## src/rtl/lcd_font_map_pkg.sv

```systemverilog
// lcd_font_map_pkg
// Shared types, panel constants and the 8x8 font used by the OLED text
// renderer. Font bytes are stored one per pixel row. Bit 0 of each byte is
// the leftmost pixel.
// No ports; imported by the renderer, its interface and the scan counter.
package lcd_font_map_pkg;

  typedef logic [15:0] rgb565_t;

  // glyph_t index order is [row][bit]; text_string_t is [char][row][bit],
  // char 0 is the leftmost character of the request.
  typedef logic [7:0][7:0]      glyph_t;
  typedef logic [2:0][7:0][7:0] text_string_t;

  typedef enum logic [1:0] {
    S_IDLE   = 2'd0,
    S_LOOKUP = 2'd1,
    S_WIN    = 2'd2,
    S_PIX    = 2'd3
  } render_state_e;

  localparam int PANEL_COLS   = 96;
  localparam int PANEL_ROWS   = 64;
  localparam int WIN_X_W      = $clog2(PANEL_COLS);
  localparam int WIN_Y_W      = $clog2(PANEL_ROWS);
  localparam int MAX_CHAR_COL = 9;

  localparam rgb565_t FG_DEFAULT = 16'hFFFF;
  localparam rgb565_t BG_COLOR   = 16'h0000;

  localparam logic [23:0] TEXT_GO  = 24'h474F20;
  localparam logic [23:0] TEXT_ERS = 24'h455253;

  // Concatenations list row 7 first so that g[0] is the top pixel row.
  function automatic glyph_t char_glyph(input logic [7:0] ch);
    glyph_t g;
    g = '0;
    case (ch)
      8'h47:   g = {8'h00, 8'h7C, 8'h66, 8'h73, 8'h03, 8'h03, 8'h66, 8'h3C}; // G
      8'h4F:   g = {8'h00, 8'h1C, 8'h36, 8'h63, 8'h63, 8'h63, 8'h36, 8'h1C}; // O
      8'h45:   g = {8'h00, 8'h7F, 8'h46, 8'h16, 8'h1E, 8'h16, 8'h46, 8'h7F}; // E
      8'h52:   g = {8'h00, 8'h67, 8'h66, 8'h36, 8'h3E, 8'h66, 8'h66, 8'h3F}; // R
      8'h53:   g = {8'h00, 8'h1E, 8'h33, 8'h38, 8'h0E, 8'h07, 8'h33, 8'h1E}; // S
      default: g = '0;                                                       // space
    endcase
    return g;
  endfunction

  // Only whole three-character codes are recognised, not individual letters.
  function automatic logic text_known(input logic [23:0] text);
    return (text == TEXT_GO) || (text == TEXT_ERS);
  endfunction

  function automatic text_string_t lookup_text(input logic [23:0] text);
    text_string_t t;
    t = '0;
    if (text_known(text)) begin
      t[0] = char_glyph(text[23:16]);
      t[1] = char_glyph(text[15:8]);
      t[2] = char_glyph(text[7:0]);
    end
    return t;
  endfunction

endpackage

```

## src/rtl/oled_text_renderer_if.sv

```systemverilog
// oled_text_renderer_if
// Groups the request, window-command and pixel-stream channels of the text
// renderer, plus its busy/error status.
//   slave  : renderer side (drives o_*)
//   master : requester / panel side (drives i_*)
interface oled_text_renderer_if;
  import lcd_font_map_pkg::*;

  logic                 i_req_valid;
  logic                 o_req_ready;
  logic [23:0]          i_req_text;
  logic [3:0]           i_req_col;
  logic [2:0]           i_req_row;
  rgb565_t              i_req_fg;

  logic                 o_win_valid;
  logic                 i_win_ready;
  logic [WIN_X_W-1:0]   o_win_x0;
  logic [WIN_X_W-1:0]   o_win_x1;
  logic [WIN_Y_W-1:0]   o_win_y0;
  logic [WIN_Y_W-1:0]   o_win_y1;

  logic                 o_pix_valid;
  logic                 i_pix_ready;
  rgb565_t              o_pix_data;
  logic                 o_pix_last;

  logic                 o_busy;
  logic                 o_err;

  modport slave (
    input  i_req_valid, i_req_text, i_req_col, i_req_row, i_req_fg,
    input  i_win_ready, i_pix_ready,
    output o_req_ready, o_win_valid, o_win_x0, o_win_x1, o_win_y0, o_win_y1,
    output o_pix_valid, o_pix_data, o_pix_last, o_busy, o_err
  );

  modport master (
    output i_req_valid, i_req_text, i_req_col, i_req_row, i_req_fg,
    output i_win_ready, i_pix_ready,
    input  o_req_ready, o_win_valid, o_win_x0, o_win_x1, o_win_y0, o_win_y1,
    input  o_pix_valid, o_pix_data, o_pix_last, o_busy, o_err
  );

endinterface

```

## src/rtl/oled_pixel_scan_counter.sv

```systemverilog
// oled_pixel_scan_counter
// Nested bit (0..7) / character (0..2) / row (0..7) counter that walks the
// 24x8 text window in panel raster order.
//   clk_i, rst_ni : clock, async active-low reset
//   start_i       : clear all indices to zero (takes priority over adv_i)
//   adv_i         : step to the next pixel
//   bit_o, char_o, row_o : current pixel indices
//   last_o        : current pixel is the final one (row 7, char 2, bit 7)
module oled_pixel_scan_counter (
  input  logic       clk_i,
  input  logic       rst_ni,
  input  logic       start_i,
  input  logic       adv_i,
  output logic [2:0] bit_o,
  output logic [1:0] char_o,
  output logic [2:0] row_o,
  output logic       last_o
);

  logic [2:0] bit_q,  bit_d;
  logic [1:0] char_q, char_d;
  logic [2:0] row_q,  row_d;

  always_comb begin
    bit_d  = bit_q;
    char_d = char_q;
    row_d  = row_q;
    if (start_i) begin
      bit_d  = '0;
      char_d = '0;
      row_d  = '0;
    end else if (adv_i) begin
      if (bit_q == 3'd7) begin
        bit_d = '0;
        if (char_q == 2'd2) begin
          char_d = '0;
          row_d  = row_q + 3'd1;
        end else begin
          char_d = char_q + 2'd1;
        end
      end else begin
        bit_d = bit_q + 3'd1;
      end
    end
  end

  always_ff @(posedge clk_i or negedge rst_ni) begin
    if (!rst_ni) begin
      bit_q  <= '0;
      char_q <= '0;
      row_q  <= '0;
    end else begin
      bit_q  <= bit_d;
      char_q <= char_d;
      row_q  <= row_d;
    end
  end

  assign bit_o  = bit_q;
  assign char_o = char_q;
  assign row_o  = row_q;
  assign last_o = (row_q == 3'd7) && (char_q == 2'd2) && (bit_q == 3'd7);

endmodule

```

## src/rtl/oled_text_renderer.sv

```systemverilog
// oled_text_renderer
// Takes one 3-character text request, resolves the glyphs, issues a 24x8
// window command and streams 192 RGB565 pixels in panel raster order.
//   i_clk, i_rst_n : clock, async active-low reset
//   bus (slave)    : request channel, window command channel, pixel channel,
//                    busy and one-cycle error pulse
//
// state    | meaning
// ---------+-----------------------------------------------------------
// S_IDLE   | ready for a request; illegal column is rejected here
// S_LOOKUP | glyph buffer loaded from the font, window coordinates built
// S_WIN    | window command held valid until accepted
// S_PIX    | pixel stream, one pixel per handshake, leaves after pixel 191
module oled_text_renderer
  import lcd_font_map_pkg::*;
(
  input  logic                 i_clk,
  input  logic                 i_rst_n,
  oled_text_renderer_if.slave  bus
);

  render_state_e       state_q;
  logic [23:0]         text_q;
  logic [3:0]          col_q;
  logic [2:0]          row_q;
  rgb565_t             fg_q;
  text_string_t        glyph_q;

  logic                req_ready_q;
  logic                busy_q;
  logic                err_q;
  logic                win_valid_q;
  logic                pix_valid_q;
  logic [WIN_X_W-1:0]  win_x0_q, win_x1_q;
  logic [WIN_Y_W-1:0]  win_y0_q, win_y1_q;

  logic       req_hs, win_hs, pix_hs;
  logic       scan_start;
  logic [2:0] scan_bit;
  logic [1:0] scan_char;
  logic [2:0] scan_row;
  logic       scan_last;
  logic       pix_bit;

  assign req_hs     = bus.i_req_valid & req_ready_q;
  assign win_hs     = win_valid_q & bus.i_win_ready;
  assign pix_hs     = pix_valid_q & bus.i_pix_ready;
  assign scan_start = (state_q == S_WIN) & win_hs;

  oled_pixel_scan_counter u_scan (
    .clk_i   (i_clk),
    .rst_ni  (i_rst_n),
    .start_i (scan_start),
    .adv_i   (pix_hs),
    .bit_o   (scan_bit),
    .char_o  (scan_char),
    .row_o   (scan_row),
    .last_o  (scan_last)
  );

  always_ff @(posedge i_clk or negedge i_rst_n) begin
    if (!i_rst_n) begin
      state_q     <= S_IDLE;
      text_q      <= '0;
      col_q       <= '0;
      row_q       <= '0;
      fg_q        <= '0;
      glyph_q     <= '0;
      req_ready_q <= 1'b0;
      busy_q      <= 1'b0;
      err_q       <= 1'b0;
      win_valid_q <= 1'b0;
      pix_valid_q <= 1'b0;
      win_x0_q    <= '0;
      win_x1_q    <= '0;
      win_y0_q    <= '0;
      win_y1_q    <= '0;
    end else begin
      err_q <= 1'b0;
      case (state_q)
        S_IDLE: begin
          req_ready_q <= 1'b1;
          if (req_hs) begin
            text_q <= bus.i_req_text;
            col_q  <= bus.i_req_col;
            row_q  <= bus.i_req_row;
            fg_q   <= (bus.i_req_fg == '0) ? FG_DEFAULT : bus.i_req_fg;
            if (bus.i_req_col > 4'(MAX_CHAR_COL)) begin
              err_q <= 1'b1;
            end else begin
              // Registered here so the unknown-code pulse lands in LOOKUP.
              err_q       <= ~text_known(bus.i_req_text);
              req_ready_q <= 1'b0;
              busy_q      <= 1'b1;
              state_q     <= S_LOOKUP;
            end
          end
        end
        S_LOOKUP: begin
          glyph_q     <= lookup_text(text_q);
          win_x0_q    <= {col_q, 3'b000};
          win_x1_q    <= {col_q, 3'b000} + 7'd23;
          win_y0_q    <= {row_q, 3'b000};
          win_y1_q    <= {row_q, 3'b000} + 6'd7;
          win_valid_q <= 1'b1;
          state_q     <= S_WIN;
        end
        S_WIN: begin
          if (win_hs) begin
            win_valid_q <= 1'b0;
            pix_valid_q <= 1'b1;
            state_q     <= S_PIX;
          end
        end
        S_PIX: begin
          if (pix_hs && scan_last) begin
            pix_valid_q <= 1'b0;
            busy_q      <= 1'b0;
            req_ready_q <= 1'b1;
            state_q     <= S_IDLE;
          end
        end
        default: begin
          state_q <= S_IDLE;
        end
      endcase
    end
  end

  // Pixel data is decoded from registered state only, so it holds steady
  // while the stream is stalled.
  assign pix_bit = glyph_q[scan_char][scan_row][scan_bit];

  assign bus.o_req_ready = req_ready_q;
  assign bus.o_busy      = busy_q;
  assign bus.o_err       = err_q;
  assign bus.o_win_valid = win_valid_q;
  assign bus.o_win_x0    = win_x0_q;
  assign bus.o_win_x1    = win_x1_q;
  assign bus.o_win_y0    = win_y0_q;
  assign bus.o_win_y1    = win_y1_q;
  assign bus.o_pix_valid = pix_valid_q;
  assign bus.o_pix_data  = (pix_valid_q && pix_bit) ? fg_q : BG_COLOR;
  assign bus.o_pix_last  = pix_valid_q & scan_last;

endmodule
```

## src/flat_wrapper.sv

```systemverilog
// flat-port wrapper written by rule: the top's interface ports become plain ports
module oled_text_renderer_flat import lcd_font_map_pkg::*;
  (i_clk, i_rst_n, bus_i_req_valid, bus_i_req_text, bus_i_req_col, bus_i_req_row, bus_i_req_fg, bus_i_win_ready, bus_i_pix_ready, bus_o_req_ready, bus_o_win_valid, bus_o_win_x0, bus_o_win_x1, bus_o_win_y0, bus_o_win_y1, bus_o_pix_valid, bus_o_pix_data, bus_o_pix_last, bus_o_busy, bus_o_err);
  oled_text_renderer_if bus_i ();
  input  logic i_clk;
  input  logic i_rst_n;
  input wire logic [$bits(bus_i.i_req_valid)-1:0] bus_i_req_valid;
  input wire logic [$bits(bus_i.i_req_text)-1:0] bus_i_req_text;
  input wire logic [$bits(bus_i.i_req_col)-1:0] bus_i_req_col;
  input wire logic [$bits(bus_i.i_req_row)-1:0] bus_i_req_row;
  input wire logic [$bits(bus_i.i_req_fg)-1:0] bus_i_req_fg;
  input wire logic [$bits(bus_i.i_win_ready)-1:0] bus_i_win_ready;
  input wire logic [$bits(bus_i.i_pix_ready)-1:0] bus_i_pix_ready;
  output wire logic [$bits(bus_i.o_req_ready)-1:0] bus_o_req_ready;
  output wire logic [$bits(bus_i.o_win_valid)-1:0] bus_o_win_valid;
  output wire logic [$bits(bus_i.o_win_x0)-1:0] bus_o_win_x0;
  output wire logic [$bits(bus_i.o_win_x1)-1:0] bus_o_win_x1;
  output wire logic [$bits(bus_i.o_win_y0)-1:0] bus_o_win_y0;
  output wire logic [$bits(bus_i.o_win_y1)-1:0] bus_o_win_y1;
  output wire logic [$bits(bus_i.o_pix_valid)-1:0] bus_o_pix_valid;
  output wire logic [$bits(bus_i.o_pix_data)-1:0] bus_o_pix_data;
  output wire logic [$bits(bus_i.o_pix_last)-1:0] bus_o_pix_last;
  output wire logic [$bits(bus_i.o_busy)-1:0] bus_o_busy;
  output wire logic [$bits(bus_i.o_err)-1:0] bus_o_err;
  assign bus_i.i_req_valid = bus_i_req_valid;
  assign bus_i.i_req_text = bus_i_req_text;
  assign bus_i.i_req_col = bus_i_req_col;
  assign bus_i.i_req_row = bus_i_req_row;
  assign bus_i.i_req_fg = bus_i_req_fg;
  assign bus_i.i_win_ready = bus_i_win_ready;
  assign bus_i.i_pix_ready = bus_i_pix_ready;
  assign bus_o_req_ready = bus_i.o_req_ready;
  assign bus_o_win_valid = bus_i.o_win_valid;
  assign bus_o_win_x0 = bus_i.o_win_x0;
  assign bus_o_win_x1 = bus_i.o_win_x1;
  assign bus_o_win_y0 = bus_i.o_win_y0;
  assign bus_o_win_y1 = bus_i.o_win_y1;
  assign bus_o_pix_valid = bus_i.o_pix_valid;
  assign bus_o_pix_data = bus_i.o_pix_data;
  assign bus_o_pix_last = bus_i.o_pix_last;
  assign bus_o_busy = bus_i.o_busy;
  assign bus_o_err = bus_i.o_err;
  oled_text_renderer u_core (.i_clk(i_clk), .i_rst_n(i_rst_n), .bus(bus_i));
endmodule
```

## config.mk

```make
export PLATFORM = sky130hd
export DESIGN_NAME = oled_text_renderer_flat
export DESIGN_NICKNAME = d
export VERILOG_FILES = /design/src/rtl/lcd_font_map_pkg.sv /design/src/rtl/oled_text_renderer_if.sv /design/src/rtl/oled_pixel_scan_counter.sv /design/src/rtl/oled_text_renderer.sv /design/src/flat_wrapper.sv
export SDC_FILE = /design/constraint.sdc
export NUM_CORES = 1
export LEC_CHECK = 0
export CAP_MARGIN = 10
export CORE_MARGIN = 2
export CORE_UTILIZATION = 35
export DETAILED_ROUTE_END_ITERATION = 8
export PLACE_DENSITY = 0.56
export SKIP_CTS_REPAIR_TIMING = 1
export SYNTH_ARGS = -nofsm -noshare
export SYNTH_HDL_FRONTEND = slang
export SYNTH_SLANG_ARGS = --single-unit
```

## constraint.sdc

```tcl
create_clock -name i_clk -period 2.6 [get_ports i_clk]
set_input_delay 0.52 -clock i_clk [delete_from_list [all_inputs] [get_ports i_clk]]
set_output_delay 0.52 -clock i_clk [all_outputs]
set_load 0.05 [all_outputs]
```

==> summary.txt, run 1 <==
Timing
  • Post-route clock period utilization: 126.7%
  • Final TNS setup: -10.38 ns
  • Hold Fails Final Rpt: 0
  • Relative slew slack: 48.14%
  • Measured slew at the worst slew-check pin: 0.7778 ns
  • Fin. max-slew vios: 0
  • PnR worst setup slack: -0.6934 ns
  • Final Hold Slack: 0.1782 ns
  • Final setup fails: 16
  • RSZ-0062 raised after global routing: yes
  • Clock period minus worst slack: 3.293 ns
  • Peak Freq: 303.6 MHz
  • Clock Skew: 0.008850 ns

Status
  • Failing checks: negative setup slack
  • Status: finished, violations left

GRT
  • Gr ovfl total: 0
  • First-pass GRT wire length: 23,990 µm
  • Vias in the first global route: 4,650
  • Initial antenna violation count: 0
  • Largest net degree at the start of global routing: 59
  • Total track usage: 16.71%

Logic synthesis
  • Seq/Total Area, Yosys: 48.62%
  • Synthesis-stage register bit count: 118
  • Post-synth EDFFs: 0
  • Synth warn: 0
  • Synth unique cells: 71
  • Synthesized area per cell: 9.908 µm²
  • Cell count after synthesis: 613
  • Ys flop type: dfrtp_1
  • Async set-reset flop share out of synthesis: 100.0%
  • Post-Syn Area: 6073 µm²

Drt
  • DR WL/cell: 15.57 µm
  • Vias/cell: 4.956
  • Number of routed nets with antenna violations: 0
  • First-pass detailed-route iteration total: 4
  • Initial drt markers: 314
  • Routed WL: 14,850 µm
  • Residual DRC count: 0
  • Via count: 4,728

Hold path
  • Hold Path Class: in2async

Setup path
  • RR Endpoint: u_core.glyph_q[80]
  • R2r startpoint: u_core.state_q[1]
  • R2R Setup Slk: 0.33 ns
  • R2R cell count: 7
  • WP data required: 2.08 ns
  • Crit start category: flip-flop
  • Setup CP Type: reg2out
  • Worst Path Max Fanout: 15
  • Critical path arrival: 2.77 ns
  • Element type at the critical path end: primary output

Clocking
  • Worst-skew pair later-pin latency: 0.42 ns
  • Total clock sinks: 118
  • Htree depth: 4
  • CTS Buffer Depth: 2
  • CTS tree: yes
  • Worst-path clk slew: 0.06 ns
  • CTS buffer count: 17
  • Clock Tree Root: clkbuf_16

Run
  • Max-cap violations: 0

Power and ir drop
  • Worst VDD drop: 507.9 µV
  • Leak: 3.657 nW
  • Pwr Density: 1095 nW/µm²

Placed design
  • PortBufs: 93
  • Worst slack, placed: -0.3297 ns
  • Hpwl dp: 10,290 µm
  • Placer Congestion: 0.8582

Floorplanning
  • Ports: 100
  • Core area: 17,120 µm²
  • Die Area: 18,420 µm²
  • Die width: 135.7 µm
  • Starting Density: 35.48%
  • Row count: 48
  • Die height: 135.7 µm

Cells and area
  • Fin nets: 777
  • # diodes: 0
  • Fin util: 48.27%
  • Area Overhead vs Synth: 36.03%
  • Layout cells sized above 1: 22.22%
[Yosys cell counts, types with 5 or more instances]
library cell | number | share of area, %
buf_2 | 6 | 0.49
a21oi_1 | 25 | 2.1
a221oi_2 | 11 | 2.7
o21ai_2 | 10 | 1.4
nor3_1 | 10 | 0.82
o21ai_0 | 27 | 2.2
o21ai_1 | 6 | 0.49
ha_1 | 9 | 1.9
mux2_2 | 10 | 1.9
clkbuf_1 | 17 | 1.1
inv_1 | 56 | 3.5
nor4_1 | 5 | 0.52
buf_4 | 18 | 2.2
mux2i_1 | 20 | 3.3
nor2b_1 | 15 | 1.5
buf_6 | 8 | 1.5
dfrtp_1 | 118 | 49
nor2_1 | 33 | 2.0
nand3_1 | 8 | 0.66
nand2_1 | 106 | 6.6
a221oi_1 | 8 | 1.2
nor4b_1 | 6 | 0.87
[area by class of cell]
| type | count | area [µm²] |
|---|---|---|
| fill | 1605 | 8855 |
| tap | 225 | 281.5 |
| timing repair buffer | 133 | 1414 |
| sequential | 118 | 2957 |
| inverter | 56 | 210.2 |
| clock buffer | 18 | 439.2 |
| clock inverter | 14 | 116.4 |
| multi-input combinational | 390 | 2844 |
[metrics by stage]
| step | total power [W] | std cells | cell area, µm² |
|---|---|---|---|
| 5_1_grt | 0.009541 | 954 | 8262 |
| 3_5_place_dp | 0.006643 | 916 | 7440 |
| 6_report | 0.009043 | 954 | 8262 |
| 3_3_place_gp | 0.006542 | 916 | 7440 |
| 4_1_cts | 0.008850 | 948 | 7995 |
| 2_1_floorplan | 0.005526 | 618 | 6255 |
[kinds of logic after synthesis]
kind of cell,count (synthesis),share of synthesized area [%]
AOI/OAI and AO/OA,126,16.79
xor gates and xnor gates,3,0.4327
adders and majority gates,9,1.854
buffers and inverters,110,9.559
DFF,118,48.62
muxes,30,5.150
other,1,0.06175
and+or+nand+nor,216,17.53
[routing by layer]
layer	wire length [µm]	global-route usage, %	part of all wire [%]	up-vias
li1	-	-	-	2293
met1	6812	21.98	46	2318
met2	7144	26.43	48	87
met3	542	4.340	3.6	30
met4	354	6.481	2.4	0
met5	0	0	0	-
[critical path: stages, from the launching register on]
cell	delay (ns)
dfrtp_2	0.46
buf_12	0.17
nand3b_1	0.15
o21a_1	0.17
a2111oi_4	0.45
o41ai_4	0.13
buf_4	0.18
clkbuf_16	0.18
a221oi_2	0.27
buf_6	0.20
[where the power goes]
| group | internal, W | switching [W] |
|---|---|---|
| Sequential | 0.00232 | 0.000318 |
| Clock | 0.00127 | 0.000907 |
| Combinational | 0.00164 | 0.00260 |
| Total | 0.00522 | 0.00382 |
[worst max path at each step]
stage	slack, ns	endpoint	startpoint
floorplan	-0.27	bus_o_pix_data[10]	u_core.u_scan.char_o[1]
global placement	-0.28	bus_o_pix_data[4]	u_core.u_scan.char_o[1]
detailed placement	-0.33	bus_o_pix_data[4]	u_core.u_scan.char_o[1]
CTS	-0.79	bus_o_pix_data[4]	u_core.u_scan.char_o[1]
global route	-0.77	bus_o_pix_data[4]	u_core.u_scan.char_o[1]
finish	-0.69	bus_o_pix_data[12]	u_core.u_scan.char_o[1]
[cell usage in the layout (no fill, tap or decap), drive strengths merged, types with 5 or more instances in the layout]
| cell type | Yosys | routed |
|---|---|---|
| dfrtp | 118 | 118 |
| nand2 | 106 | 106 |
| clkdlybuf4s50 | 0 | 75 |
| inv | 56 | 63 |
| buf | 37 | 56 |
| o21ai | 43 | 43 |
| nor2 | 33 | 33 |
| a21oi | 27 | 27 |
| clkbuf | 17 | 20 |
| mux2i | 20 | 20 |
| a221oi | 19 | 19 |
| nor2b | 16 | 16 |
| mux2 | 10 | 10 |
| nor3 | 10 | 10 |
| ha | 9 | 9 |
| nand3 | 8 | 8 |
| conb | 1 | 6 |
| nor4b | 6 | 6 |
| clkinv | 0 | 6 |
| nor4 | 5 | 5 |
| o2bb2ai | 5 | 5 |
| nor3b | 5 | 5 |
[registers in the layout, summed over array words and instances (netlist names), 2 cells and up]
register              flops
u_core.bus.o_win_x0       3
u_core.row_q              3
u_core.state_q            2
u_core.fg_q              16
u_core.bus.o_win_x1       4
u_core.glyph_q           45
u_core.text_q            24
u_core.u_scan.row_o       3
u_core.u_scan.char_o      2
u_core.col_q              4
u_core.bus.o_win_y1       4
u_core.u_scan.bit_o       3
(Power assumes the default switching activity.)
==> inputs of run 2 (changes only) <==
Settings changed: CORE_MARGIN 2 to 4.
==> run 2 against run 1 <==
The run still ends with negative setup slack left. Non-clock buffer count rose by 6. First-iteration DRC count fell by 31%. Power rose by 0.13%. Wire length rose by 1.6%. Flip-flop and latch count did not move. Clock skew rose by 0.0012 ns. Clock power rose by 8%.
==> summary.txt, run 2 (synthesis results as in run 1) <==
Power and ir drop
  • Clk pwr share: 25.9% (+1.9 points)
  • Leak: 3.670 nW (+0.37%)
  • Pint: 0.005347 W (+2.4%)
  • NetSw: 0.003708 W (-3.0%)
  • Switching share of power: 40.95% (-1.3 points)
  • Worst VDD drop: 543.2 µV (+6.9%)
  • Pwr Density: 1101 nW/µm² (+0.61%)
  • Register share of total power: 29.0% (about the same)
  • Logic gate share of total power: 45.1% (-1.7 points)

Floorplanning
  • Ports: 100 (unchanged)
  • Row count: 47 (-2.1%)
  • Starting Density: 36.11% (+0.63 points)
  • Die Area: 19,520 µm² (+6.0%)
  • Die height: 139.7 µm (+2.9%)
  • Die width: 139.7 µm (+2.9%)
  • Core area: 16,820 µm² (-1.7%)

Timing
  • Fin. max-slew vios: 0 (unchanged)
  • Peak Freq: 309.3 MHz (+1.9%)
  • RSZ-0062 raised after global routing: yes
  • Post-route clock period utilization: 124.3% (-2.3 points)
  • Final setup fails: 16 (unchanged)
  • Clock Skew: 0.01000 ns (+0.001154 ns)
  • PnR worst setup slack: -0.6328 ns (+0.06062 ns)
  • Clock period minus worst slack: 3.233 ns (-0.06062 ns)
  • Relative slew slack: 51.80% (+3.7 points)
  • Final TNS setup: -9.758 ns (+0.6183 ns)
  • Measured slew at the worst slew-check pin: 0.7230 ns (-0.05479 ns)
  • Hold Fails Final Rpt: 0 (unchanged)
  • Final Hold Slack: 0.1737 ns (-0.004507 ns)

Cells and area
  • Top Registers: u_core.glyph_q: 45 flops, u_core.text_q: 24 flops, u_core.fg_q: 16 flops
  • Design area: 8223 µm² (-0.47%)
  • Multi-input gate area: 2815 µm² (-1.0%)
  • Fin util: 48.89% (+0.62 points)
  • Reg with most FFs: u_core.glyph_q
  • Fillers: 1,577 (-1.7%)
  • Fin nets: 783 (+0.77%)
  • Commonest non-fill, non-tap cell in the layout: dfrtp_1
  • Area Overhead vs Synth: 35.39%
  • Layout cells sized above 1: 22.21% (about the same)
  • # diodes: 0 (unchanged)
  • Most frequent cells in the layout: dfrtp_1 (115), nand2_1 (106), clkdlybuf4s50_1 (75), inv_1 (56), buf_4 (43)
  • Storage element area: 2957 µm² (unchanged)
  • Number of flip-flops under the largest register name: 45 (unchanged)

Setup path
  • R2R cell count: 7 (unchanged)
  • RR Endpoint: u_core.state_q[0]
  • Slowest stage cell on the critical path: dfrtp_2
  • Setup CP Type: reg2out
  • Most used cell, CP: buf_4
  • Critical path arrival: 2.71 ns (-0.06 ns)
  • Element type at the critical path end: primary output
  • Worst-path cell chain: buf_4, buf_4, nand3b_1, o21a_1, a2111oi_4, o41ai_4, buf_4, clkbuf_16, a221oi_2, buf_6
  • CP bufs+invs: 5 (+1)
  • R2R Setup Slk: 0.37 ns (+0.04 ns)
  • R2r startpoint: u_core.u_scan.bit_o[0]
  • Crit start category: flip-flop
  • Max stage delay on crit path: 0.44 ns (-0.02 ns)
  • Cell family with most CP delay: compound AO/OA/AOI/OAI gates
  • Worst Path Max Fanout: 8 (-7)
  • WP data required: 2.08 ns (about the same)

GRT
  • Initial antenna violation count: 0 (unchanged)
  • First-pass GRT wire length: 25,250 µm (+5.3%)
  • Vias in the first global route: 4,837 (+4.0%)
  • Gr ovfl total: 0 (unchanged)
  • Total track usage: 15.94% (-0.76 points)
  • Largest net degree at the start of global routing: 59 (unchanged)

Clocking
  • Worst-skew pair later-pin latency: 0.41 ns (about the same)
  • CTS Buffer Depth: 2 (unchanged)
  • Htree depth: 4 (unchanged)
  • Worst-path clk slew: 0.06 ns (about the same)
  • CTS tree: yes
  • Clock Tree Root: clkbuf_16
  • CTS buffer count: 17 (unchanged)
  • Total clock sinks: 118 (unchanged)

Drt
  • Vias/cell: 4.888 (-1.4%)
  • Initial drt markers: 218 (-31%)
  • Routed WL: 15,090 µm (+1.6%)
  • Residual DRC count: 0 (unchanged)
  • Number of routed nets with antenna violations: 0 (unchanged)
  • First-pass detailed-route iteration total: 5 (+1)
  • Via count: 4,663 (-1.4%)
  • DR WL/cell: 15.81 µm (+1.6%)

Placed design
  • Placer Congestion: 0.8592 (+0.12%)
  • Hpwl dp: 10,940 µm (+6.3%)
  • Placed cell areas: 7441 µm² (about the same)
  • PortBufs: 93 (unchanged)

Run
  • Max-cap violations: 0 (unchanged)

Hold path
  • Hold Path Class: in2async

Status
  • Failing checks: negative setup slack
  • Status: finished, violations left
run 2: worst register-to-register path: cells and delay by family (launching register included):
kind,cells,cell delay (ns)
compound gates,3,0.73
fa+ha+maj,2,0.41
flops,1,0.53
simple gates,2,0.50
run 2: cell type report:
type | count | share of cell area [%]
clock inverters | 12 | 1.872
inverters | 56 | 2.556
multi-input cells | 390 | 34.24
repair buffers | 139 | 16.77
well taps | 220 | 3.348
flip-flops and latches | 118 | 35.96
clock buffers | 19 | 5.265
run 2: routing by layer:
layer | GRT usage, % | share of wire [%]
met5 | 0 | 0
met4 | 4.284 | 0.48
met3 | 3.877 | 2.9
met2 | 26.59 | 51
met1 | 20.80 | 46
run 2: per-stage QoR:
stage                     total power, W  instances  setup WS (ns)
final                           0.009055        954        -0.6328
after global routing            0.009550        954        -0.7395
after CTS                       0.009031        948        -0.7256
after detailed placement        0.006648        917        -0.2745
after global placement          0.006530        917        -0.2250
after floorplan                 0.005526        618        -0.2670
run 2: power by group through the flow:
stage                     combinational [W]  sequential [W]  clock (W)
final                               0.00409         0.00263    0.00234
after global placement              0.00390         0.00263          0
after CTS                           0.00401         0.00263    0.00239
after detailed placement            0.00399         0.00266          0
after floorplan                     0.00265         0.00287          0
after global routing                0.00438         0.00269    0.00248
run 2: worst max-delay path by stage:
| stage | startpoint | endpoint | slack [ns] | depth (start not counted) |
|---|---|---|---|---|
| 4_1_cts | u_core.u_scan.char_o[1] | bus_o_pix_data[1] | -0.73 | 9 |
| 2_1_floorplan | u_core.u_scan.char_o[1] | bus_o_pix_data[10] | -0.27 | 9 |
| 3_3_place_gp | u_core.u_scan.char_o[1] | bus_o_pix_data[1] | -0.23 | 9 |
| 3_5_place_dp | u_core.u_scan.char_o[1] | bus_o_pix_data[1] | -0.27 | 9 |
| 5_1_grt | u_core.u_scan.char_o[1] | bus_o_pix_data[6] | -0.74 | 10 |
| 6_report | u_core.u_scan.char_o[1] | bus_o_pix_data[13] | -0.63 | 10 |
